File: src/rtl/lsu_pkg.sv
// rtl/lsu_pkg.sv - shared size, exception and state encodings for the memory-stage LSU
package lsu_pkg;

  localparam logic [1:0] SZ_BYTE = 2'b00;
  localparam logic [1:0] SZ_HALF = 2'b01;
  localparam logic [1:0] SZ_WORD = 2'b10;

  localparam logic [1:0] EXC_NONE     = 2'b00;
  localparam logic [1:0] EXC_MISALIGN = 2'b01;
  localparam logic [1:0] EXC_BUSTO    = 2'b10;

  typedef enum logic [1:0] {
    ST_IDLE  = 2'b00,
    ST_ISSUE = 2'b01,
    ST_WAIT  = 2'b10,
    ST_DONE  = 2'b11
  } lsuState_t;

  // Size code 2'b11 is handled as a word everywhere, so it shares the word rule.
  function automatic logic isMisaligned(input logic [1:0] size, input logic [1:0] addrLo);
    case (size)
      SZ_BYTE: isMisaligned = 1'b0;
      SZ_HALF: isMisaligned = addrLo[0];
      default: isMisaligned = |addrLo;
    endcase
  endfunction

endpackage

File: src/rtl/lsu_align.sv
// rtl/lsu_align.sv - little-endian lane steering for stores and load extract/extend
module lsu_align
  import lsu_pkg::*;
(
  input  logic [1:0]  addrLo,
  input  logic [1:0]  size,
  input  logic        signedLoad,
  input  logic [31:0] storeIn,
  input  logic [31:0] readWord,
  output logic [3:0]  byteEn,
  output logic [31:0] storeLanes,
  output logic [31:0] loadValue
);

  logic [7:0]  byteSel;
  logic [15:0] halfSel;

  // Store side: replicate the datum across lanes and enable only the addressed bytes.
  always_comb begin
    byteEn     = 4'b1111;
    storeLanes = storeIn;
    case (size)
      SZ_BYTE: begin
        byteEn     = 4'b0001 << addrLo;
        storeLanes = {4{storeIn[7:0]}};
      end
      SZ_HALF: begin
        byteEn     = addrLo[1] ? 4'b1100 : 4'b0011;
        storeLanes = {2{storeIn[15:0]}};
      end
      default: begin
        byteEn     = 4'b1111;
        storeLanes = storeIn;
      end
    endcase
  end

  // Load side: pick the addressed byte/half from the read word, then zero- or sign-extend.
  always_comb begin
    byteSel   = readWord[{addrLo, 3'b000} +: 8];
    halfSel   = addrLo[1] ? readWord[31:16] : readWord[15:0];
    loadValue = readWord;
    case (size)
      SZ_BYTE: loadValue = {{24{signedLoad & byteSel[7]}}, byteSel};
      SZ_HALF: loadValue = {{16{signedLoad & halfSel[15]}}, halfSel};
      default: loadValue = readWord;
    endcase
  end

endmodule

File: src/rtl/mem_stage_lsu.sv
// rtl/mem_stage_lsu.sv - memory-stage load/store unit between execute and write-back
module mem_stage_lsu
  import lsu_pkg::*;
#(
  parameter int TIMEOUT_CYCLES = 255,
  parameter int ADDR_W         = 32
) (
  input  logic              clk,
  input  logic              rst_n,
  input  logic              ex_valid,
  output logic              ex_ready,
  input  logic [ADDR_W-1:0] ex_addr,
  input  logic [31:0]       ex_wdata,
  input  logic              ex_mem_read,
  input  logic              ex_mem_write,
  input  logic [1:0]        ex_size,
  input  logic              ex_signed,
  input  logic              ex_mem_to_reg,
  input  logic              ex_reg_write,
  input  logic [4:0]        ex_rd,
  input  logic              flush,
  output logic              dm_req,
  output logic              dm_we,
  output logic [ADDR_W-1:0] dm_addr,
  output logic [3:0]        dm_be,
  output logic [31:0]       dm_wdata,
  input  logic              dm_ack,
  input  logic [31:0]       dm_rdata,
  output logic              wb_valid,
  output logic [31:0]       wb_mem_read,
  output logic [ADDR_W-1:0] wb_addr,
  output logic              wb_mem_to_reg,
  output logic              wb_reg_write,
  output logic [4:0]        wb_rd,
  output logic [1:0]        wb_exc
);

  // Last WAIT count value before the bus is declared dead.
  localparam logic [7:0] TO_LAST = 8'(TIMEOUT_CYCLES - 1);

  lsuState_t state, stateNext;

  logic [ADDR_W-1:0] opAddr;
  logic [31:0]       opWdata;
  logic              opLoad;
  logic              opStore;
  logic [1:0]        opSize;
  logic              opSigned;
  logic              opMemToReg;
  logic              opRegWrite;
  logic [4:0]        opRd;
  logic              opKill;
  logic [7:0]        toCount;

  logic              accept;
  logic              exIsMem;
  logic              exMis;
  logic              busActive;
  logic              enteringDone;

  logic [ADDR_W-1:0] finAddr;
  logic [31:0]       finRead;
  logic              finMemToReg;
  logic              finRegWrite;
  logic [4:0]        finRd;
  logic [1:0]        finExc;
  logic              finKill;

  logic [3:0]        alignBe;
  logic [31:0]       alignStore;
  logic [31:0]       alignLoad;

  assign ex_ready     = (state == ST_IDLE);
  assign accept       = ex_valid & ex_ready;
  assign exIsMem      = ex_mem_read | ex_mem_write;
  assign exMis        = isMisaligned(ex_size, ex_addr[1:0]);
  assign busActive    = (state == ST_ISSUE) || (state == ST_WAIT);
  assign enteringDone = (stateNext == ST_DONE) && (state != ST_DONE);

  // Bus outputs come straight from the captured op so they stay stable until ack.
  assign dm_req   = busActive;
  assign dm_we    = busActive & opStore;
  assign dm_be    = busActive ? alignBe : 4'b0000;
  assign dm_addr  = {opAddr[ADDR_W-1:2], 2'b00};
  assign dm_wdata = alignStore;

  lsu_align uAlign (
    .addrLo     (opAddr[1:0]),
    .size       (opSize),
    .signedLoad (opSigned),
    .storeIn    (opWdata),
    .readWord   (dm_rdata),
    .byteEn     (alignBe),
    .storeLanes (alignStore),
    .loadValue  (alignLoad)
  );

  // State register.
  always_ff @(posedge clk or negedge rst_n) begin
    if (!rst_n) state <= ST_IDLE;
    else        state <= stateNext;
  end

  // Next state plus the write-back values to latch on the way into DONE; the
  // IDLE path reaches DONE in one step, so its fields come from execute directly.
  always_comb begin
    stateNext   = state;
    finAddr     = opAddr;
    finRead     = 32'h0;
    finMemToReg = opMemToReg;
    finRegWrite = opRegWrite;
    finRd       = opRd;
    finExc      = EXC_NONE;
    finKill     = opKill | flush;
    case (state)
      ST_IDLE: begin
        finAddr     = ex_addr;
        finMemToReg = ex_mem_to_reg;
        finRegWrite = ex_reg_write;
        finRd       = ex_rd;
        finKill     = flush;
        if (accept) begin
          if (!exIsMem) begin
            stateNext = ST_DONE;
          end else if (exMis) begin
            stateNext = ST_DONE;
            finExc    = EXC_MISALIGN;
          end else begin
            stateNext = ST_ISSUE;
          end
        end
      end
      ST_ISSUE: stateNext = ST_WAIT;
      ST_WAIT: begin
        if (dm_ack) begin
          stateNext = ST_DONE;
          finRead   = opLoad ? alignLoad : 32'h0;
        end else if (toCount == TO_LAST) begin
          stateNext = ST_DONE;
          finExc    = EXC_BUSTO;
        end
      end
      ST_DONE: stateNext = ST_IDLE;
      default: stateNext = ST_IDLE;
    endcase
  end

  // Capture the accepted op, accumulate the sticky kill, and count unacknowledged WAIT cycles.
  always_ff @(posedge clk or negedge rst_n) begin
    if (!rst_n) begin
      opAddr     <= '0;
      opWdata    <= '0;
      opLoad     <= 1'b0;
      opStore    <= 1'b0;
      opSize     <= SZ_BYTE;
      opSigned   <= 1'b0;
      opMemToReg <= 1'b0;
      opRegWrite <= 1'b0;
      opRd       <= '0;
      opKill     <= 1'b0;
      toCount    <= '0;
    end else if (accept) begin
      opAddr     <= ex_addr;
      opWdata    <= ex_wdata;
      opLoad     <= ex_mem_read;
      opStore    <= ex_mem_write & ~ex_mem_read;
      opSize     <= ex_size;
      opSigned   <= ex_signed;
      opMemToReg <= ex_mem_to_reg;
      opRegWrite <= ex_reg_write;
      opRd       <= ex_rd;
      opKill     <= flush;
      toCount    <= '0;
    end else if (busActive) begin
      if (flush) opKill <= 1'b1;
      if ((state == ST_WAIT) && !dm_ack) toCount <= toCount + 8'd1;
    end
  end

  // Write-back registers: loaded once per op on entry to DONE, held otherwise.
  always_ff @(posedge clk or negedge rst_n) begin
    if (!rst_n) begin
      wb_valid      <= 1'b0;
      wb_mem_read   <= '0;
      wb_addr       <= '0;
      wb_mem_to_reg <= 1'b0;
      wb_reg_write  <= 1'b0;
      wb_rd         <= '0;
      wb_exc        <= EXC_NONE;
    end else begin
      wb_valid <= 1'b0;
      if (enteringDone) begin
        wb_valid      <= ~finKill;
        wb_mem_read   <= finRead;
        wb_addr       <= finAddr;
        wb_mem_to_reg <= finMemToReg;
        wb_reg_write  <= finRegWrite & (finExc == EXC_NONE);
        wb_rd         <= finRd;
        wb_exc        <= finExc;
      end
    end
  end

endmodule

File: config.mk
export PLATFORM = sky130hd
export DESIGN_NAME = mem_stage_lsu
export DESIGN_NICKNAME = d
export VERILOG_FILES = /design/src/rtl/lsu_pkg.sv /design/src/rtl/lsu_align.sv /design/src/rtl/mem_stage_lsu.sv
export SDC_FILE = /design/constraint.sdc
export NUM_CORES = 1
export LEC_CHECK = 0
export CORE_MARGIN = 3
export CORE_UTILIZATION = 47
export DETAILED_ROUTE_END_ITERATION = 10
export GPL_TIMING_DRIVEN = 0
export PLACE_DENSITY = 0.85
export SLEW_MARGIN = 40
export SYNTH_ARGS = -nofsm -noshare
export SYNTH_HDL_FRONTEND = slang
export SYNTH_SLANG_ARGS = --single-unit
File: constraint.sdc
create_clock -name clk -period 3 [get_ports clk]
set_clock_uncertainty 0.1 [all_clocks]
set_input_delay 0.75 -clock clk [delete_from_list [all_inputs] [get_ports clk]]
set_output_delay 0.75 -clock clk [all_outputs]
set_load 0.01 [all_outputs]
==> results of run 1 <==
## cells by family (layout without fill, tap and decap cells)
| group | count (synthesis) | after routing | share of synthesized area [%] |
|---|---|---|---|
| flops | 161 | 161 | 48.4 |
| xor+xnor | 5 | 5 | 0.526 |
| simple gates | 328 | 328 | 15.9 |
| other cells | 1 | 3 | 0.0451 |
| fa+ha+maj | 6 | 6 | 0.902 |
| buf+inv | 104 | 391 | 7.26 |
| compound gates | 76 | 76 | 6.09 |
| mux | 139 | 139 | 20.9 |
## synthesized netlist by cell type, types with 5 or more instances
master     count  area share, %
a221oi_1      15            1.6
mux2_4        52            9.4
nor2_1        14           0.63
clkbuf_1      34            1.5
ha_1           6           0.90
o21ai_0       30            1.8
o2bb2ai_1      7           0.74
buf_1          6           0.27
nand2_1      281             13
dfrtp_1      161             48
buf_4         40            3.6
inv_1         13           0.59
nor2b_1        5           0.38
buf_6          8            1.1
mux2i_1       19            2.3
o22ai_1        9           0.68
mux2_2        68            9.2
## critical path, delay by kind of cell (launching register included)
family   cells  cell delay [ns]
mux          1             0.35
flops        1             0.40
buf+inv      3             0.89
## metal layers
| metal | wire (um) | global-route usage, % |
|---|---|---|
| met3 | 1860 | 7.79 |
| met1 | 9870 | 31.6 |
| met5 | 0 | 0 |
| met4 | 796 | 9.37 |
| met2 | 11800 | 40.9 |
## power by group
part           switching, mW  internal, mW  total [mW]  leakage, nW
clock network          0.881          1.25        2.13        0.271
logic                   3.24          4.17        7.40         3.36
registers              0.656          3.09        3.75         2.06
## area by class of cell
class	instances	area [sq um]	share of cell area, %
timing repair buffer	259	2650	22.3
sequential	161	4030	34.0
antenna	1	2.50	0.0211
multi-input combinational	556	3710	31.3
inverter	13	48.8	0.411
buffer	88	567	4.78
tap	225	282	2.37
clock inverter	12	135	1.14
clock buffer	19	443	3.73
## worst paths after layout
check                                  from         endpoint  slack (ns)  cells past startpoint
worst max-delay path              opSize[1]     dm_wdata[21]        0.09                      4
worst min-delay path                  rst_n  wb_mem_read[30]        0.04                      1
worst max register to register     state[0]      wb_addr[25]        0.42                     10
worst min register to register  opWdata[16]      opWdata[16]        0.38                      2
max in group asynchronous             rst_n        opAddr[1]        2.17                      2
min in group clk                opWdata[16]      opWdata[16]        0.38                      2
## timing repair
action                                  in CTS  in global routing
gates resized for setup                     17                  7
buffers inserted                             0                  2
gates cloned                                 0                  0
endpoints found under the setup margin      29                 20
pin swaps                                    1                  0
==> run_results.csv, run 1 <==
group,metric,value,unit
outcome,outcome,"finished clean",
setup_path,start_kind,"flop",
clock_network,cts_hold_buffers,0,
sta,period_share,97.1,%
route,drtAntennaViolNets,0,
placed_design,dpl_worst_slack,-0.189,ns
pwr,powerDensity,1120,mW/mm^2
pwr,p_leak,5.69,nW
placed_design,dpl.hpwl,18.2,mm
final_layout,final_common_cell,"nand2_1",
job,max_cap_violations,0,
placed_design,gp_congestion,0.898,
global_routing,antenna_found_initial,1,
final_layout,utilization,68.6,%
min_path,min_path_type,"input pin to asynchronous set/reset pin",
sta,final-hold-violation-count,0,
setup_path,cp_max_fo,10,
route,route.final.wire_length,24.3,mm
route,drc_errors,0,
global_routing,grt_pass1_vias,7167,
synthesis,syn-cell-area,0.00832,sq mm
floorplan,die_h,139,um
synthesis,async_flop_share,100,%
setup_path,crit_required,2.15,ns
floorplan,die_w,139,um
clock_network,cts-root-buf,"clkbuf_16",
clock_network,numClockSinks,161,
floorplan,core,0.0173,sq mm
clock_network,h-tree-depth,4,
floorplan,num_io_pins,258,
synthesis,synth_edf_count,0,
sta,maxSlewViolCount,0,
synthesis,yosysUniqueCellTypes,44,
final_layout,mostFrequentLayoutCells,"nand2_1 (281), clkdlybuf4s50_1 (252), dfrtp_1 (159)",
setup_path,arrival,2.06,ns
clock_network,clk_pin_slew_worst_paths,0.06,ns
setup_path,slowest_delay,0.48,ns
floorplan,die-area,0.0193,sq mm
route,drt_iter0_markers,438,
synthesis,syn_inst,820,
setup_path,crit_path_top_delay_cell,"clkdlybuf4s50_1",
pwr,finalPower,13.3,mW
clock_network,cts_buffer_depth,2,
clock_network,cts_tree,"built",
route,vias_per_cell,5.22,
synthesis,avgSynthCellArea,10.1,sq um
synthesis,ys_warn_count,0,
route,wl_per_cell,18.2,um
route,vias,6961,
floorplan,num_rows,48,
final_layout,fillers,1295,
synthesis,synth_flop_cell,"dfrtp_1",
sta,hold_slack,0.0377,ns
sta,max_slew_margin,44.7,%
final_layout,num-nets-final,1215,
setup_path,critPathCaptureType,"output port",
pwr,peakVddDrop,0.644,mV
sta,setup_tns,0,ns
final_layout,instances_no_fill,1334,
synthesis,yosys_register_bits,161,
clock_network,cts_buffers,17,
setup_path,path_cells,"buf_4 > buf_6 > mux2_2 > clkdlybuf4s50_1",
route,drtPass1Iterations,8,
placed_design,dp_cells,1303,
floorplan,start_util,48.1,%
placed_design,placed_cell_area,0.0112,sq mm
sta,period_minus_slack,2.91,ns
global_routing,grt_remaining_overflow,0,
sta,rsz0062_at_grt,"no",
placed_design,numPortBuffers,255,
clock_network,clk_latency,0.42,ns
global_routing,grt_usage,25.1,%
final_layout,drive_gt1_share,19.9,%
global_routing,grt_max_degree,76,
final_layout,syn2layout_area_growth,42.6,%
global_routing,grt_pass1_wl,38.8,mm
final_layout,final_cell_area,0.0119,sq mm
sta,fmax,343,MHz
synthesis,yosysSeqAreaShare,48.4,%
sta,worst_slack,0.0858,ns
sta,worst_slew_pin_slew,0.823,ns
sta,setup_violations,0,
setup_path,critPathKind,"flop to output port",
No activity file was read; power rests on OpenSTA's default activity.
==> inputs of run 2 (changes only) <==
--- a/config.mk
+++ b/config.mk
@@ -5,11 +5,12 @@
 export SDC_FILE = /design/constraint.sdc
 export NUM_CORES = 1
 export LEC_CHECK = 0
-export CORE_MARGIN = 3
+export CORE_MARGIN = 1
 export CORE_UTILIZATION = 47
 export DETAILED_ROUTE_END_ITERATION = 10
 export GPL_TIMING_DRIVEN = 0
 export PLACE_DENSITY = 0.85
+export SKIP_LAST_GASP = 1
 export SLEW_MARGIN = 40
 export SYNTH_ARGS = -nofsm -noshare
 export SYNTH_HDL_FRONTEND = slang
==> run 2 against run 1 <==
Net effect: global-route usage grew 1.7 points; via count fell by 0.76%; die area fell by 5.7%; critical path type unchanged; largest cell class unchanged; largest power group unchanged.
==> run_results.csv, run 2 (same netlist as run 1, synthesis figures left out) <==
group,metric,value,unit
pwr,pwr-share-comb,55.7,%
setup_path,arrival,2.08,ns
pwr,p_seq_share,28.5,%
pwr,peakVddDrop,0.662,mV
final_layout,drive_gt1_share,19.8,%
final_layout,fillers,1312,
global_routing,grt_remaining_overflow,0,
pwr,p_leak,5.66,nW
pwr,switching_share,36.2,%
final_layout,ff_latch_area,0.00403,sq mm
clock_network,numClockSinks,161,
final_layout,num-nets-final,1213,
outcome,outcome,"finished clean",
final_layout,instances_no_fill,1332,
pwr,power.internal,8.41,mW
route,route.final.wire_length,23.7,mm
placed_design,gp_congestion,0.873,
sta,fmax,342,MHz
floorplan,num_io_pins,258,
pwr,powerDensity,1110,mW/mm^2
sta,period_minus_slack,2.93,ns
setup_path,critPathKind,"flop to output port",
setup_path,critical_path_buf_inv_count,1,
floorplan,die-area,0.0182,sq mm
placed_design,numPortBuffers,255,
clock_network,cts_tree,"built",
route,drc_errors,0,
final_layout,syn2layout_area_growth,42.1,%
setup_path,crit_path_top_delay_cell,"clkdlybuf4s50_1",
sta,period_share,97.5,%
final_layout,mostFrequentLayoutCells,"nand2_1 (281), clkdlybuf4s50_1 (253), dfrtp_1 (159)",
final_layout,final_common_cell,"nand2_1",
min_path,min_path_type,"input pin to asynchronous set/reset pin",
route,vias_per_cell,5.19,
sta,setup_violations,0,
clock_network,h-tree-depth,4,
route,drtPass1Iterations,4,
route,vias,6908,
setup_path,slowest_delay,0.51,ns
global_routing,grt_pass1_wl,37.1,mm
sta,worst_slew_pin_slew,0.788,ns
placed_design,dpl_worst_slack,-0.228,ns
final_layout,multiInputGateArea,0.00371,sq mm
clock_network,cts_buffers,17,
setup_path,start_kind,"flop",
sta,rsz0062_at_grt,"no",
route,wl_per_cell,17.8,um
setup_path,crit_required,2.15,ns
global_routing,grt_pass1_vias,6985,
final_layout,utilization,68.4,%
sta,worst_slack,0.0747,ns
clock_network,post_cts_buffers,0,
job,max_cap_violations,0,
placed_design,dpl.hpwl,17.8,mm
sta,final-hold-violation-count,0,
clock_network,clk_latency,0.43,ns
floorplan,die_w,135,um
clock_network,clk_pin_slew_worst_paths,0.06,ns
setup_path,critPathCaptureType,"output port",
sta,hold_slack,0.0398,ns
floorplan,die_h,135,um
clock_network,cts-root-buf,"clkbuf_16",
global_routing,antenna_found_initial,0,
global_routing,grt_max_degree,74,
floorplan,core,0.0173,sq mm
setup_path,cp_max_fo,10,
setup_path,path_cells,"nor2_4 > mux2_2 > clkdlybuf4s50_1",
setup_path,crit_family,"buffers and inverters",
sta,max_slew_margin,47.0,%
pwr,p_switching,4.76,mW
floorplan,start_util,48.1,%
setup_path,rrSetupSlack,0.42,ns
clock_network,cts_hold_buffers,0,
floorplan,num_rows,48,
global_routing,grt_usage,26.8,%
clock_network,cts_buffer_depth,2,
route,drtAntennaViolNets,0,
pwr,clkPwrFrac,15.8,%
placed_design,dp_cells,1303,
sta,maxSlewViolCount,0,
route,drt_iter0_markers,317,
[run 2: cell types whose count changed in the layout (fill, tap and decap cells not counted), sizes merged]
cell	previous run	this run
buf	65	61
clkdlybuf4s50	252	253
inv	14	15
clkinv	5	4
clkbuf	47	50
dlymetal6s2s	2	1
bufinv	2	1
[run 2: metrics by stage]
step           instance area, sq um  setup TNS, ns  power [mW]
2_1_floorplan                  8320              0        7.93
3_3_place_gp                  11200        -884.47        10.8
3_5_place_dp                  11200          -1.53        11.0
4_1_cts                       11800              0        13.2
5_1_grt                       11800              0        13.9
6_report                      11800              0        13.2
[run 2: path summary, 6_finish.rpt]
| kind | startpoint | to | cells past startpoint |
|---|---|---|---|
| worst max-delay path | opSize[0] | dm_wdata[10] | 3 |
| worst min-delay path | rst_n | wb_mem_read[30] | 1 |
| worst max register to register | state[0] | wb_addr[11] | 10 |
| worst min register to register | opRd[3] | opRd[3] | 2 |
| max in group asynchronous | rst_n | opSize[1] | 2 |
| min in group clk | opRd[3] | opRd[3] | 2 |
[run 2: power groups by stage]
| stage | sequential (mW) | clock, mW | combinational (mW) |
|---|---|---|---|
| 2_1_floorplan | 3.76 | 0 | 4.18 |
| 3_3_place_gp | 3.70 | 0 | 7.14 |
| 3_5_place_dp | 3.73 | 0 | 7.32 |
| 4_1_cts | 3.75 | 2.11 | 7.38 |
| 5_1_grt | 3.87 | 2.21 | 7.83 |
| 6_report | 3.76 | 2.08 | 7.34 |
[run 2: worst reg2reg max path, delay by kind of cell (launching register included)]
kind	cells	cell delay, ns
AND/OR/NAND/NOR	3	0.71
flip-flops	1	0.40
AO/OA/AOI/OAI	1	0.12
adder cells (fa/ha/maj)	1	0.16
buffers and inverters	4	0.68
multiplexers	1	0.31
[run 2: routing by layer]
| layer | GRT usage [%] | part of all wire, % | vias up |
|---|---|---|---|
| met4 | 12.5 | 3.2 | 0 |
| met2 | 43.4 | 48 | 274 |
| met5 | 0 | 0 | - |
| met3 | 7.55 | 7.7 | 49 |
| met1 | 33.1 | 41 | 3349 |
| li1 | - | - | 3236 |
[run 2: timing repair]
| action | in CTS | in global routing |
|---|---|---|
| setup endpoints to repair | 29 | 12 |
| gates resized for setup | 18 | 3 |
| pin swaps | 0 | 1 |
[run 2: final cells by class]
cell class	instances	area share (%)
sequential	161	34.1
multi-input combinational	556	31.4
timing repair buffer	257	22.1
buffer	88	4.83
clock buffer	20	3.86
tap	225	2.38
clock inverter	11	0.889
inverter	13	0.413
antenna	1	0.0212
==> inputs of run 3 (changes only) <==
--- a/config.mk
+++ b/config.mk
@@ -8,8 +8,9 @@
 export CORE_MARGIN = 1
 export CORE_UTILIZATION = 47
 export DETAILED_ROUTE_END_ITERATION = 10
+export GPL_ROUTABILITY_DRIVEN = 0
 export GPL_TIMING_DRIVEN = 0
-export PLACE_DENSITY = 0.85
+export PLACE_DENSITY = 0.81
 export SKIP_LAST_GASP = 1
 export SLEW_MARGIN = 40
 export SYNTH_ARGS = -nofsm -noshare
==> run 3 against run 2 <==
Net effect: sequential share of layout area decreased by 0.25 points; hold slack gained 0.0034 ns; final cell count grew 0.23%; setup slack got worse by 0.0044 ns; largest cell class unchanged; largest power group unchanged; final area increased by 0.73%; count of clock-buffer cells in the layout did not move; sequential power about the same; non-clock buffer count rose by 2.
==> run_results.csv, run 3 (same netlist as run 1, synthesis figures left out) <==
group,metric,value,unit
clock_network,cts-root-buf,"clkbuf_16",
setup_path,slowest_delay,0.61,ns
final_layout,syn2layout_area_growth,43.1,%
pwr,power.internal,8.66,mW
sta,period_share,97.7,%
sta,hold_slack,0.0432,ns
route,drtAntennaViolNets,0,
sta,period_minus_slack,2.93,ns
final_layout,num-nets-final,1215,
clock_network,cts_tree,"built",
route,drt_iter0_markers,424,
sta,setup_violations,0,
global_routing,grt_pass1_wl,37.3,mm
route,vias,6908,
clock_network,numClockSinks,161,
final_layout,fillers,1309,
clock_network,clk_pin_slew_worst_paths,0.07,ns
sta,fmax,341,MHz
final_layout,instances_no_fill,1335,
floorplan,die_h,135,um
floorplan,num_io_pins,258,
setup_path,crit_path_start,"state[0]",
clock_network,cts_buffers,17,
clock_network,h-tree-depth,4,
placed_design,placed_cell_area,0.0112,sq mm
setup_path,critPathKind,"flop to output port",
setup_path,crit_required,2.15,ns
pwr,switching_share,35.5,%
sta,setup_tns,0,ns
pwr,p_seq_share,28.0,%
sta,final-hold-violation-count,0,
pwr,clkPwrFrac,17.1,%
job,max_cap_violations,0,
pwr,peakVddDrop,0.707,mV
global_routing,grt_pass1_vias,6908,
setup_path,worst_r2r_endpoint,"wb_addr[26]",
setup_path,arrival,2.08,ns
sta,rsz0062_at_grt,"yes",
setup_path,crit_path_top_delay_cell,"clkdlybuf4s50_1",
route,wl_per_cell,17.9,um
final_layout,final_cell_area,0.0119,sq mm
placed_design,numPortBuffers,255,
setup_path,r2r_cells,10,
floorplan,start_util,48.1,%
pwr,p_leak,5.70,nW
placed_design,dp_cells,1303,
clock_network,clk_latency,0.42,ns
global_routing,grt_max_degree,74,
sta,worst_slew_pin_slew,0.711,ns
route,vias_per_cell,5.17,
final_layout,final_common_cell,"nand2_1",
clock_network,cts_hold_buffers,0,
floorplan,core,0.0173,sq mm
sta,maxSlewViolCount,0,
global_routing,grt_remaining_overflow,0,
pwr,pwr-share-comb,54.9,%
placed_design,dpl_worst_slack,-0.151,ns
final_layout,drive_gt1_share,19.8,%
setup_path,cp_max_fo,9,
clock_network,cts_buffer_depth,2,
pwr,powerDensity,1130,mW/mm^2
route,drtPass1Iterations,5,
floorplan,die-area,0.0182,sq mm
route,route.final.wire_length,24.0,mm
floorplan,num_rows,48,
setup_path,start_kind,"flop",
global_routing,antenna_found_initial,1,
sta,max_slew_margin,52.2,%
pwr,p_switching,4.76,mW
setup_path,critPathCaptureType,"output port",
setup_path,r2r-start,"state[0]",
placed_design,dpl.hpwl,17.6,mm
global_routing,grt_usage,26.9,%
setup_path,crit_family,"buffers and inverters",
outcome,outcome,"finished clean",
setup_path,path_cells,"inv_1 > ha_4 > a21boi_0 > clkdlybuf4s50_1",
route,drc_errors,0,
min_path,min_path_type,"input pin to asynchronous set/reset pin",
setup_path,critical_path_buf_inv_count,2,
final_layout,mostFrequentLayoutCells,"nand2_1 (281), clkdlybuf4s50_1 (253), dfrtp_1 (159)",
setup_path,rrSetupSlack,0.43,ns
floorplan,die_w,135,um
sta,worst_slack,0.0703,ns
-- run 3: worst max path at each step --
stage                              end  slack [ns]  cells past startpoint
after floorplan            wb_addr[10]        0.62                     11
after global placement     wb_addr[20]       -5.56                      1
after detailed placement  dm_wdata[16]       -0.15                      4
after CTS                 dm_wdata[26]       -0.02                      4
after global routing          dm_be[3]       -0.04                      4
final                         dm_be[3]        0.07                      4
-- run 3: timing repair --
item / CTS / global route
resized for setup: 15 / 7
setup buffers: 0 / 2
setup endpoints to repair: 27 / 26
-- run 3: metal layers --
layer | vias to the layer above | GRT usage, % | routed length (um)
li1 | 3254 | - | -
met1 | 3369 | 33.5 | 10000
met2 | 242 | 44.7 | 11700
met3 | 43 | 7.28 | 1670
met4 | 0 | 9.86 | 598
met5 | - | 0 | 0
-- run 3: final cells by class --
cell class	count	area, sq um	area share, %
Sequential cell	161	4030	33.9
Multi-Input combinational cell	556	3710	31.2
Timing Repair Buffer	259	2640	22.2
Buffer	88	571	4.79
Clock buffer	20	437	3.67
Tap cell	225	282	2.36
Clock inverter	12	184	1.54
Inverter	13	48.8	0.410
Antenna cell	1	2.50	0.0210
-- run 3: power by group through the flow --
stage	Combinational, mW	Sequential, mW	Clock [mW]
after floorplan	4.18	3.76	0
after global placement	7.13	3.70	0
after detailed placement	7.29	3.72	0
after CTS	7.36	3.74	2.33
after global routing	7.89	3.86	2.43
final	7.37	3.76	2.29
-- run 3: stage by stage --
| step | util, % | power [mW] |
|---|---|---|
| global placement | 64.5 | 10.8 |
| detailed placement | 64.9 | 11.0 |
| CTS | 68.6 | 13.4 |
| global route | 68.9 | 14.2 |
| finish | 68.9 | 13.4 |
| floorplan | - | 7.93 |
-- run 3: worst register-to-register path, stage by stage (launching register included) --
cell,delay [ns]
dfrtp_1,0.40
inv_1,0.17
ha_4,0.16
buf_2,0.15
nand2_1,0.19
nand3_1,0.14
o21ai_1,0.10
or3_1,0.38
buf_6,0.18
buf_6,0.17
mux2_4,0.32
